### src/rtl/outpkt_arbiter.sv
// outpkt_arbiter: round-robin share of one checksum stage; wraps each source's data in a 5-word header.
// Optional data-underrun watchdog with 16'hDEAD padding: define OUTPKT_ARB_WATCHDOG_EN.
module outpkt_arbiter #(
  parameter int         N_SRC       = 4,
  parameter int         LEN_W       = 16,
  parameter logic [7:0] PKT_VERSION = 8'h02,
  parameter int         WD_W        = 10
) (
  input  logic                   CLK,
  input  logic                   RESET_N,
  input  logic [N_SRC-1:0]       src_req,
  input  logic [8*N_SRC-1:0]     src_type,
  input  logic [16*N_SRC-1:0]    src_id,
  input  logic [LEN_W*N_SRC-1:0] src_len,
  input  logic [16*N_SRC-1:0]    src_din,
  input  logic [N_SRC-1:0]       src_empty,
  output logic [N_SRC-1:0]       src_rd_en,
  output logic [N_SRC-1:0]       src_grant,
  output logic [N_SRC-1:0]       src_done,
  output logic [15:0]            dout,
  output logic                   pkt_new,
  output logic                   pkt_end,
  output logic                   wr_en,
  input  logic                   full,
  output logic                   err
);

  localparam int IDX_W = (N_SRC > 1) ? $clog2(N_SRC) : 1;

  typedef enum logic [1:0] {IDLE, HDR, DATA, DONE} state_t;

  state_t           state_q, state_d;
  logic [IDX_W-1:0] ptr_q, ptr_d, pick;
  logic [N_SRC-1:0] grant_q, grant_d;
  logic [LEN_W-1:0] wcnt_q, wcnt_d;
  logic [2:0]       hcnt_q, hcnt_d;
  logic             err_q, err_d;
  logic             pad_q, pad_d;
  logic             wd_sat;
  logic [7:0]       type_q;
  logic [15:0]      id_q;
  logic [LEN_W-1:0] len_q;
  logic [23:0]      blen;

  logic [7:0]       type_a [N_SRC];
  logic [15:0]      id_a   [N_SRC];
  logic [LEN_W-1:0] len_a  [N_SRC];
  logic [15:0]      din_a  [N_SRC];

  for (genvar i = 0; i < N_SRC; i++) begin : g_unpack
    assign type_a[i] = src_type[8*i +: 8];
    assign id_a[i]   = src_id[16*i +: 16];
    assign len_a[i]  = src_len[LEN_W*i +: LEN_W];
    assign din_a[i]  = src_din[16*i +: 16];
  end

  // First requester strictly after the pointer, wrapping; the pointer itself is searched last.
  function automatic logic [IDX_W-1:0] rr_pick(input logic [N_SRC-1:0] req,
                                               input logic [IDX_W-1:0] ptr);
    logic [IDX_W-1:0] sel;
    logic             found;
    int               idx;
    sel   = ptr;
    found = 1'b0;
    for (int k = 1; k <= N_SRC; k++) begin
      idx = (int'(ptr) + k) % N_SRC;
      if (!found && req[IDX_W'(idx)]) begin
        sel   = IDX_W'(idx);
        found = 1'b1;
      end
    end
    return sel;
  endfunction

  function automatic logic [23:0] byte_len(input logic [LEN_W-1:0] words);
    logic [LEN_W:0] bytes;
    bytes = {words, 1'b0};
    return {{(23-LEN_W){1'b0}}, bytes};
  endfunction

  assign pick      = rr_pick(src_req, ptr_q);
  assign blen      = byte_len(len_q);
  assign src_grant = grant_q;
  assign err       = err_q;

`ifdef OUTPKT_ARB_WATCHDOG_EN
  logic [WD_W-1:0] wd_cnt_q;
  always_ff @(posedge CLK or negedge RESET_N) begin
    if (!RESET_N)
      wd_cnt_q <= '0;
    else if (state_q != DATA || wr_en)
      wd_cnt_q <= '0;
    else if (!pad_q && src_empty[ptr_q] && !full && !wd_sat)
      wd_cnt_q <= wd_cnt_q + 1'b1;
  end
  assign wd_sat = &wd_cnt_q;
`else
  // Counter tied off: saturation never fires and DATA waits on src_empty forever.
  logic [WD_W-1:0] wd_cnt_q;
  assign wd_cnt_q = '0;
  assign wd_sat   = &wd_cnt_q;
`endif

  always_ff @(posedge CLK or negedge RESET_N) begin
    if (!RESET_N) begin
      state_q <= IDLE;
      ptr_q   <= IDX_W'(N_SRC-1);
      grant_q <= '0;
      wcnt_q  <= '0;
      hcnt_q  <= '0;
      err_q   <= 1'b0;
      pad_q   <= 1'b0;
    end else begin
      state_q <= state_d;
      ptr_q   <= ptr_d;
      grant_q <= grant_d;
      wcnt_q  <= wcnt_d;
      hcnt_q  <= hcnt_d;
      err_q   <= err_d;
      pad_q   <= pad_d;
    end
  end

  // Header fields are only read after a grant, so they need no reset.
  always_ff @(posedge CLK) begin
    if (state_q == IDLE && |src_req) begin
      type_q <= type_a[pick];
      id_q   <= id_a[pick];
      len_q  <= len_a[pick];
    end
  end

  always_comb begin
    state_d   = state_q;
    ptr_d     = ptr_q;
    grant_d   = grant_q;
    wcnt_d    = wcnt_q;
    hcnt_d    = hcnt_q;
    err_d     = err_q;
    pad_d     = pad_q;
    wr_en     = 1'b0;
    dout      = '0;
    pkt_new   = 1'b0;
    pkt_end   = 1'b0;
    src_rd_en = '0;
    src_done  = '0;
    case (state_q)
      IDLE: begin
        if (|src_req) begin
          ptr_d          = pick;
          grant_d        = '0;
          grant_d[pick]  = 1'b1;
          hcnt_d         = '0;
          if (len_a[pick] == '0) begin
            err_d   = 1'b1;
            state_d = DONE;
          end else begin
            state_d = HDR;
          end
        end
      end
      HDR: begin
        wr_en   = !full;
        pkt_new = wr_en && (hcnt_q == 3'd0);
        case (hcnt_q)
          3'd0:    dout = {PKT_VERSION, type_q};
          3'd1:    dout = 16'h0000;
          3'd2:    dout = id_q;
          3'd3:    dout = blen[15:0];
          default: dout = {8'h00, blen[23:16]};
        endcase
        if (wr_en) begin
          if (hcnt_q == 3'd4) begin
            wcnt_d  = len_q;
            state_d = DATA;
          end else begin
            hcnt_d = hcnt_q + 3'd1;
          end
        end
      end
      DATA: begin
        if (pad_q) begin
          wr_en = !full;
          dout  = 16'hDEAD;
        end else begin
          wr_en     = !full && !src_empty[ptr_q];
          dout      = din_a[ptr_q];
          src_rd_en = grant_q & {N_SRC{wr_en}};
        end
        pkt_end = wr_en && (wcnt_q == LEN_W'(1));
        if (wr_en) begin
          wcnt_d = wcnt_q - 1'b1;
          if (wcnt_q == LEN_W'(1))
            state_d = DONE;
        end else if (wd_sat && !pad_q) begin
          pad_d = 1'b1;
          err_d = 1'b1;
        end
      end
      DONE: begin
        src_done = grant_q;
        grant_d  = '0;
        pad_d    = 1'b0;
        state_d  = IDLE;
      end
      default: state_d = IDLE;
    endcase
  end

endmodule

### config.mk
export PLATFORM = sky130hd
export DESIGN_NAME = outpkt_arbiter
export DESIGN_NICKNAME = d
export VERILOG_FILES = /design/src/rtl/outpkt_arbiter.sv
export SDC_FILE = /design/constraint.sdc
export NUM_CORES = 1
export LEC_CHECK = 0
export CORE_ASPECT_RATIO = 1.75
export CORE_MARGIN = 3
export CORE_UTILIZATION = 42
export CTS_BUF_LIST = sky130_fd_sc_hd__clkbuf_2
export DETAILED_ROUTE_END_ITERATION = 16
export PLACE_DENSITY = 0.88
export RECOVER_POWER = 50
export SYNTH_ARGS = -nofsm -noshare
export SYNTH_HDL_FRONTEND = slang
export SYNTH_SLANG_ARGS = --single-unit
### constraint.sdc
create_clock -name CLK -period 3 [get_ports CLK]
set_input_delay 0.45 -clock CLK [delete_from_list [all_inputs] [get_ports CLK]]
set_output_delay 0.45 -clock CLK [all_outputs]
set_load 0.1 [all_outputs]
==> results.json, run 1 <==
{
  "status": "finished, violations left",
  "violations": "capacitance limit, slew limit",
  "synth_top_family_by_area": "simple AND/OR/NAND/NOR gates",
  "max_freq_mhz": 341,
  "hpwl_mm": 15.8,
  "yosysTopAreaCell": "edfxtp_1",
  "drv_slew": 29,
  "cts_tree": "done",
  "grt_pass1_wl_mm": 29.8,
  "finClkSkew_ns": 0.00961,
  "power.density_nw_per_um2": 942,
  "final_nets": 1111,
  "detail-route-antenna-nets": 0,
  "syn2layout_area_growth_pct": 61.3,
  "grt_pass1_vias": 5805,
  "synthSimpleGateAreaFrac": 0.245,
  "die_h_um": 153,
  "synthXorXnorAreaFrac": 0,
  "synth_edf_count": 40,
  "synthCells": 611,
  "async_flop_share": 0.412,
  "cts_buffers": 9,
  "worstPathCellList": "inv_2 -> ha_1 -> nor2b_1 -> buf_6 -> a222oi_1 -> o21ai_0 -> and2_1 -> buf_12",
  "synthAdderAreaFrac": 0.0264,
  "routedWlPerCell_um": 18.9,
  "start_util": 0.433,
  "design_area_sq_um": 8420,
  "synth.most_common_cell": "nand2_1",
  "relSlewSlack": -0.0954,
  "start_kind": "register",
  "placed_cell_area_sq_um": 8280,
  "clock_sinks": 68,
  "layout_min_cycle_time_ns": 2.93,
  "fp.dieW_um": 90.3,
  "crit_arrival_ns": 2.48,
  "post-place-ws_ns": 0.0610,
  "grt_setup_unrepaired": "true",
  "synth_area_sq_um": 5220,
  "maxCapViolations": 1,
  "die_area_sq_um": 13900,
  "endpoint_kind": "output pin",
  "grt_max_degree": 65,
  "yosys_most_used_dff": "edfxtp_1",
  "h-tree-depth": 3,
  "synthTopCellsByArea": "edfxtp_1 (23%), dfrtp_1 (12%), nand2_1 (10%), mux4_2 (7.3%), a22oi_1 (3.6%)",
  "antenna_found_initial": 2,
  "core_sq_um": 12100,
  "seq_area_frac_synth": 0.365,
  "cts_buffer_depth": 2,
  "synth_cell_types": 47,
  "gp_congestion": 1.02,
  "clkTransAtPathRegs_ns": 0.17,
  "crit_path_top_delay_cell": "dfrtp_1",
  "p_leak_nw": 3.30,
  "finalWorstSetupSlack_ns": 0.0702,
  "drt_iter0_markers": 552,
  "synth_compound_area_frac": 0.203,
  "synth_nets": 857,
  "yosys_warnings": 0,
  "final_layout_size_suffix_gt1_frac": 0.123,
  "finalHoldViolCount": 0,
  "drt_wl_total_mm": 19.6,
  "synth_commonest_cells": "nand2_1 (142), edfxtp_1 (40), nor2_1 (37)",
  "num_vias": 5794,
  "crit_fanout": 16,
  "ios": 267,
  "cp_data_required_time_ns": 2.55,
  "ir_drop_mv": 0.502,
  "insertion_delay_ns": 0.49,
  "min_path_type": "reg -> reg",
  "grt_use_total": 0.272,
  "first_pass_iters": 6,
  "root_buffer": "clkbuf_2",
  "final.period_utilization": 0.977,
  "vias_per_cell": 5.59,
  "synth.area.mux_share": 0.106,
  "critical_path_class": "reg -> out",
  "row_count": 53,
  "tightest_slew_ns": 1.64,
  "drcViolationCount": 0,
  "syn_area_per_cell_sq_um": 8.54,
  "overflow": 0,
  "portBuffers": 266,
  "setup_viol": 0,
  "synth_top_cell_area_share": 0.230,
  "ys_ff_latch": 68,
  "slowest_delay_ns": 0.45
}
==> routing by layer <==
metal	global-route usage	vias to the layer above	wire, um
li1	-	2741	-
met1	0.291	2719	6900
met2	0.512	287	10800
met3	0.0517	45	1160
met4	0.122	2	754
met5	0	-	9
==> worst paths after layout <==
| kind | endpoint | startpoint | cells after the start | slack (ns) |
|---|---|---|---|---|
| min | err | err | 1 | 0.52 |
| min reg2reg | err | err | 1 | 0.52 |
| max in group asynchronous | hcnt_q[2] | RESET_N | 2 | 1.04 |
| min in group asynchronous | hcnt_q[2] | RESET_N | 2 | 0.92 |
| max | dout[6] | hcnt_q[0] | 8 | 0.07 |
| max reg2reg | state_q[1] | ptr_q[0] | 9 | 0.14 |
==> per-stage QoR <==
step	total power, mW	cells	setup TNS (ns)	hold slack, ns	utilization
2_1_floorplan	5.58	611	-0.413	0.154	-
3_3_place_gp	7.19	1014	0	0.465	0.686
3_5_place_dp	7.33	1014	0	0.479	0.686
4_1_cts	7.88	1032	0	0.327	0.697
5_1_grt	8.40	1036	-0.205	0.528	0.698
6_report	7.93	1036	0	0.520	0.698
==> flip-flops by register name, indices dropped and copies added, names as in the netlist <==
| name | flops |
|---|---|
| err | 1 |
| hcnt_q | 3 |
| id_q | 16 |
| len_q | 16 |
| ptr_q | 2 |
| src_grant | 4 |
| state_q | 2 |
| type_q | 8 |
| wcnt_q | 16 |
==> cell families after synthesis <==
logic type               count (synthesis)
AO/OA/AOI/OAI                          163
adder cells (fa/ha/maj)                 11
buffers and inverters                   58
AND/OR/NAND/NOR                        277
flip-flops                              68
multiplexers                            34
==> where the power goes <==
part	total, mW	switching [mW]	internal, mW
clock	0.516	0.312	0.205
sequential	2.14	0.458	1.68
combinational	5.28	3.16	2.12
==> repair_timing <==
item                       4_1_cts  5_1_grt
setup endpoints to repair       21        9
hold endpoints to repair         0        0
setup buffers                    2        3
gates resized for setup          5        8
pin swaps                        1        3
hold buffers                     0        0
==> worst max-delay path: cells and delay by family, from the launching register on <==
kind	cells	cell delay, ns
simple gates	2	0.36
compound gates	2	0.53
buf+inv	3	0.42
flops	1	0.45
fa+ha+maj	1	0.23
==> layout by cell type (no fill, tap or decap), types with 3 or more instances in the layout <==
master,instances
o21ai_0,27
mux2i_1,17
nor2b_2,7
clkbuf_1,7
a31oi_1,26
and2_1,13
inv_1,10
o21ai_1,7
clkdlybuf4s50_1,233
nor3_1,7
a222oi_1,8
nand2_1,141
nor3b_1,5
nor2_1,36
nor2b_1,3
buf_12,27
o22ai_1,13
mux4_2,17
nand2b_1,21
ha_1,10
and3_1,6
clkbuf_2,14
a21oi_1,36
nand3_1,18
buf_4,18
nor4_1,7
dfrtp_1,25
a22o_1,10
a22oi_1,25
edfxtp_1,40
==> area by class of cell <==
class,count,area [sq um]
Antenna cell,1,2.50
Clock buffer,13,65.1
Clock inverter,3,40.0
Fill cell,920,3650
Inverter,12,45.0
Multi-Input combinational cell,485,3080
Sequential cell,68,1910
Tap cell,165,206
Timing Repair Buffer,289,3070
Power figures use the tool's default switching activity.
==> run 2: changes to the inputs <==
--- a/config.mk
+++ b/config.mk
@@ -9,6 +9,7 @@
 export CORE_MARGIN = 3
 export CORE_UTILIZATION = 42
 export CTS_BUF_LIST = sky130_fd_sc_hd__clkbuf_2
+export CTS_CLUSTER_DIAMETER = 120
 export DETAILED_ROUTE_END_ITERATION = 16
 export PLACE_DENSITY = 0.88
 export RECOVER_POWER = 50
==> results of run 2 <==
No change in the layout: final DEF, timing and power equal those of run 1.
==> run 3: changes to the inputs <==
--- a/config.mk
+++ b/config.mk
@@ -7,11 +7,12 @@
 export LEC_CHECK = 0
 export CORE_ASPECT_RATIO = 1.75
 export CORE_MARGIN = 3
-export CORE_UTILIZATION = 42
+export CORE_UTILIZATION = 45
 export CTS_BUF_LIST = sky130_fd_sc_hd__clkbuf_2
-export CTS_CLUSTER_DIAMETER = 120
+export CTS_CLUSTER_DIAMETER = 150
 export DETAILED_ROUTE_END_ITERATION = 16
-export PLACE_DENSITY = 0.88
+export DONT_BUFFER_PORTS = 1
+export PLACE_DENSITY = 0.64
 export RECOVER_POWER = 50
 export SYNTH_ARGS = -nofsm -noshare
 export SYNTH_HDL_FRONTEND = slang
==> results.json, run 3 (synthesis results as in run 1) <==
{
  "status": "finished, violations left",
  "violations": "capacitance limit, slew limit",
  "p_int_mw": 3.73,
  "start_kind": "register",
  "min_path_type": "in -> reg",
  "fp.dieW_um": 87.4,
  "final_layout_size_suffix_gt1_frac": 0.187,
  "ios": 267,
  "crit_arrival_ns": 2.44,
  "insertion_delay_ns": 0.50,
  "core_sq_um": 11200,
  "p_leak_nw": 2.38,
  "detail-route-antenna-nets": 0,
  "setup_viol": 0,
  "hold_depth": 2,
  "hold_ws_ns": 0.197,
  "relSlewSlack": -0.129,
  "r2r_end": "state_q[1]",
  "drcViolationCount": 0,
  "p_seq_frac": 0.286,
  "dpl.cell_count": 750,
  "final_nets": 879,
  "cts_buffers": 9,
  "die_h_um": 148,
  "critical_path_class": "reg -> out",
  "ir_drop_mv": 0.862,
  "final_common_cell": "nand2_1",
  "grt_use_total": 0.260,
  "slowest_delay_ns": 0.81,
  "antenna_found_initial": 1,
  "h-tree-depth": 3,
  "drv_slew": 29,
  "total_power_mw": 7.63,
  "crit_fanout": 17,
  "grt_setup_unrepaired": "true",
  "clkTransAtPathRegs_ns": 0.20,
  "tightest_slew_ns": 1.69,
  "finalWorstSetupSlack_ns": 0.111,
  "cts_buffer_depth": 2,
  "num_vias": 4822,
  "final.period_utilization": 0.963,
  "syn2layout_area_growth_pct": 16.9,
  "final_util": 0.543,
  "worstSetupStartpoint": "ptr_q[1]",
  "hpwl_mm": 13.4,
  "start_util": 0.465,
  "top_regs": "id_q: 16 flops, len_q: 16 flops, wcnt_q: 16 flops",
  "drt_iter0_markers": 354,
  "max_freq_mhz": 346,
  "finClkSkew_ns": 0.0248,
  "r2r_start": "ptr_q[1]",
  "grt_pass1_wl_mm": 25.8,
  "grt_pass1_vias": 4831,
  "worstPathCellList": "mux4_2 -> nor2_4 -> nand4_1 -> nor2_4 -> buf_12",
  "die_area_sq_um": 13000,
  "placed_cell_area_sq_um": 5890,
  "endpoint_kind": "output pin",
  "maxCapViolations": 1,
  "layout_common_cells": "nand2_1 (141), edfxtp_1 (40), nor2_1 (36), a21oi_1 (35), o21ai_0 (27)",
  "layout_min_cycle_time_ns": 2.89,
  "vias_per_cell": 6.25,
  "combinationalPowerShare": 0.645,
  "worst_r2r_path_depth": 9,
  "min_from": "src_id[8]",
  "cp_data_required_time_ns": 2.55,
  "setup_tns_ns": 0,
  "row_count": 51,
  "cts_tree": "done",
  "p_sw_frac": 0.511,
  "fin_cells": 771,
  "portBuffers": 0,
  "crit_top_cell": "nor2_4",
  "root_buffer": "clkbuf_2",
  "finalHoldViolCount": 0,
  "clock_sinks": 68,
  "post-place-ws_ns": 0.233,
  "drt_wl_total_mm": 17.0,
  "min_to": "id_q[8]",
  "power.density_nw_per_um2": 1250,
  "overflow": 0,
  "grt_max_degree": 81,
  "design_area_sq_um": 6100,
  "first_pass_iters": 8,
  "clkPwrFrac": 0.069,
  "routedWlPerCell_um": 22.1,
  "crit_path_top_delay_cell": "dfstp_4",
  "gp_congestion": 0.858,
  "p_sw_mw": 3.90,
  "fillers": 1042,
  "r2r_setup_slack_ns": 0.23
}
[run 3: cell count changes in the layout (fill, tap and decap cells not counted), sizes merged]
| cell | delta |
|---|---|
| clkbuf | -5 |
| clkdlybuf4s50 | -233 |
| buf | +3 |
| clkinvlp | +3 |
[run 3: how the worst max path moves through the flow]
stage / end / slack [ns] / cells past startpoint
5_1_grt: pkt_end / -0.004 / 5
2_1_floorplan: dout[0] / -0.41 / 8
3_3_place_gp: dout[0] / 0.27 / 7
3_5_place_dp: dout[0] / 0.23 / 7
4_1_cts: dout[3] / 0.02 / 7
6_report: pkt_end / 0.11 / 5
[run 3: critical path, delay by kind of cell (launching register included)]
| family | cells | cell delay [ns] |
|---|---|---|
| multiplexers | 1 | 0.39 |
| buffers and inverters | 1 | 0.19 |
| flip-flops | 1 | 0.81 |
| AND/OR/NAND/NOR | 3 | 0.55 |
[run 3: routing by layer]
metal  wire length [um]  vias up  GRT usage
met2               8950      272      0.441
met1               5930     2235      0.305
met4                834        0      0.130
met5                  0        -          0
li1                   -     2273          -
met3               1290       42     0.0521
[run 3: final cells by class]
type,instances,area [sq um],area share
Multi-Input combinational cell,485,3150,0.516
Sequential cell,68,1910,0.313
Timing Repair Buffer,57,709,0.116
Tap cell,132,165,0.0271
Clock inverter,6,65.1,0.0107
Clock buffer,10,50.0,0.00821
Inverter,12,47.5,0.00779
Antenna cell,1,2.50,0.000410
[run 3: repair_timing]
item / CTS / global route
pin swaps: 0 / 5
hold buffers: 2 / 0
endpoints found under the setup margin: 13 / 15
hold endpoints to repair: 28 / 0
buffers inserted: 0 / 3
gates resized for setup: 5 / 17
[run 3: power by group through the flow]
| stage | Clock, mW | Combinational (mW) | Sequential [mW] |
|---|---|---|---|
| floorplan | 0 | 3.52 | 2.06 |
| global placement | 0 | 4.71 | 2.18 |
| detailed placement | 0 | 4.83 | 2.18 |
| CTS | 0.551 | 4.87 | 2.16 |
| global route | 0.589 | 5.36 | 2.23 |
| finish | 0.529 | 4.92 | 2.18 |
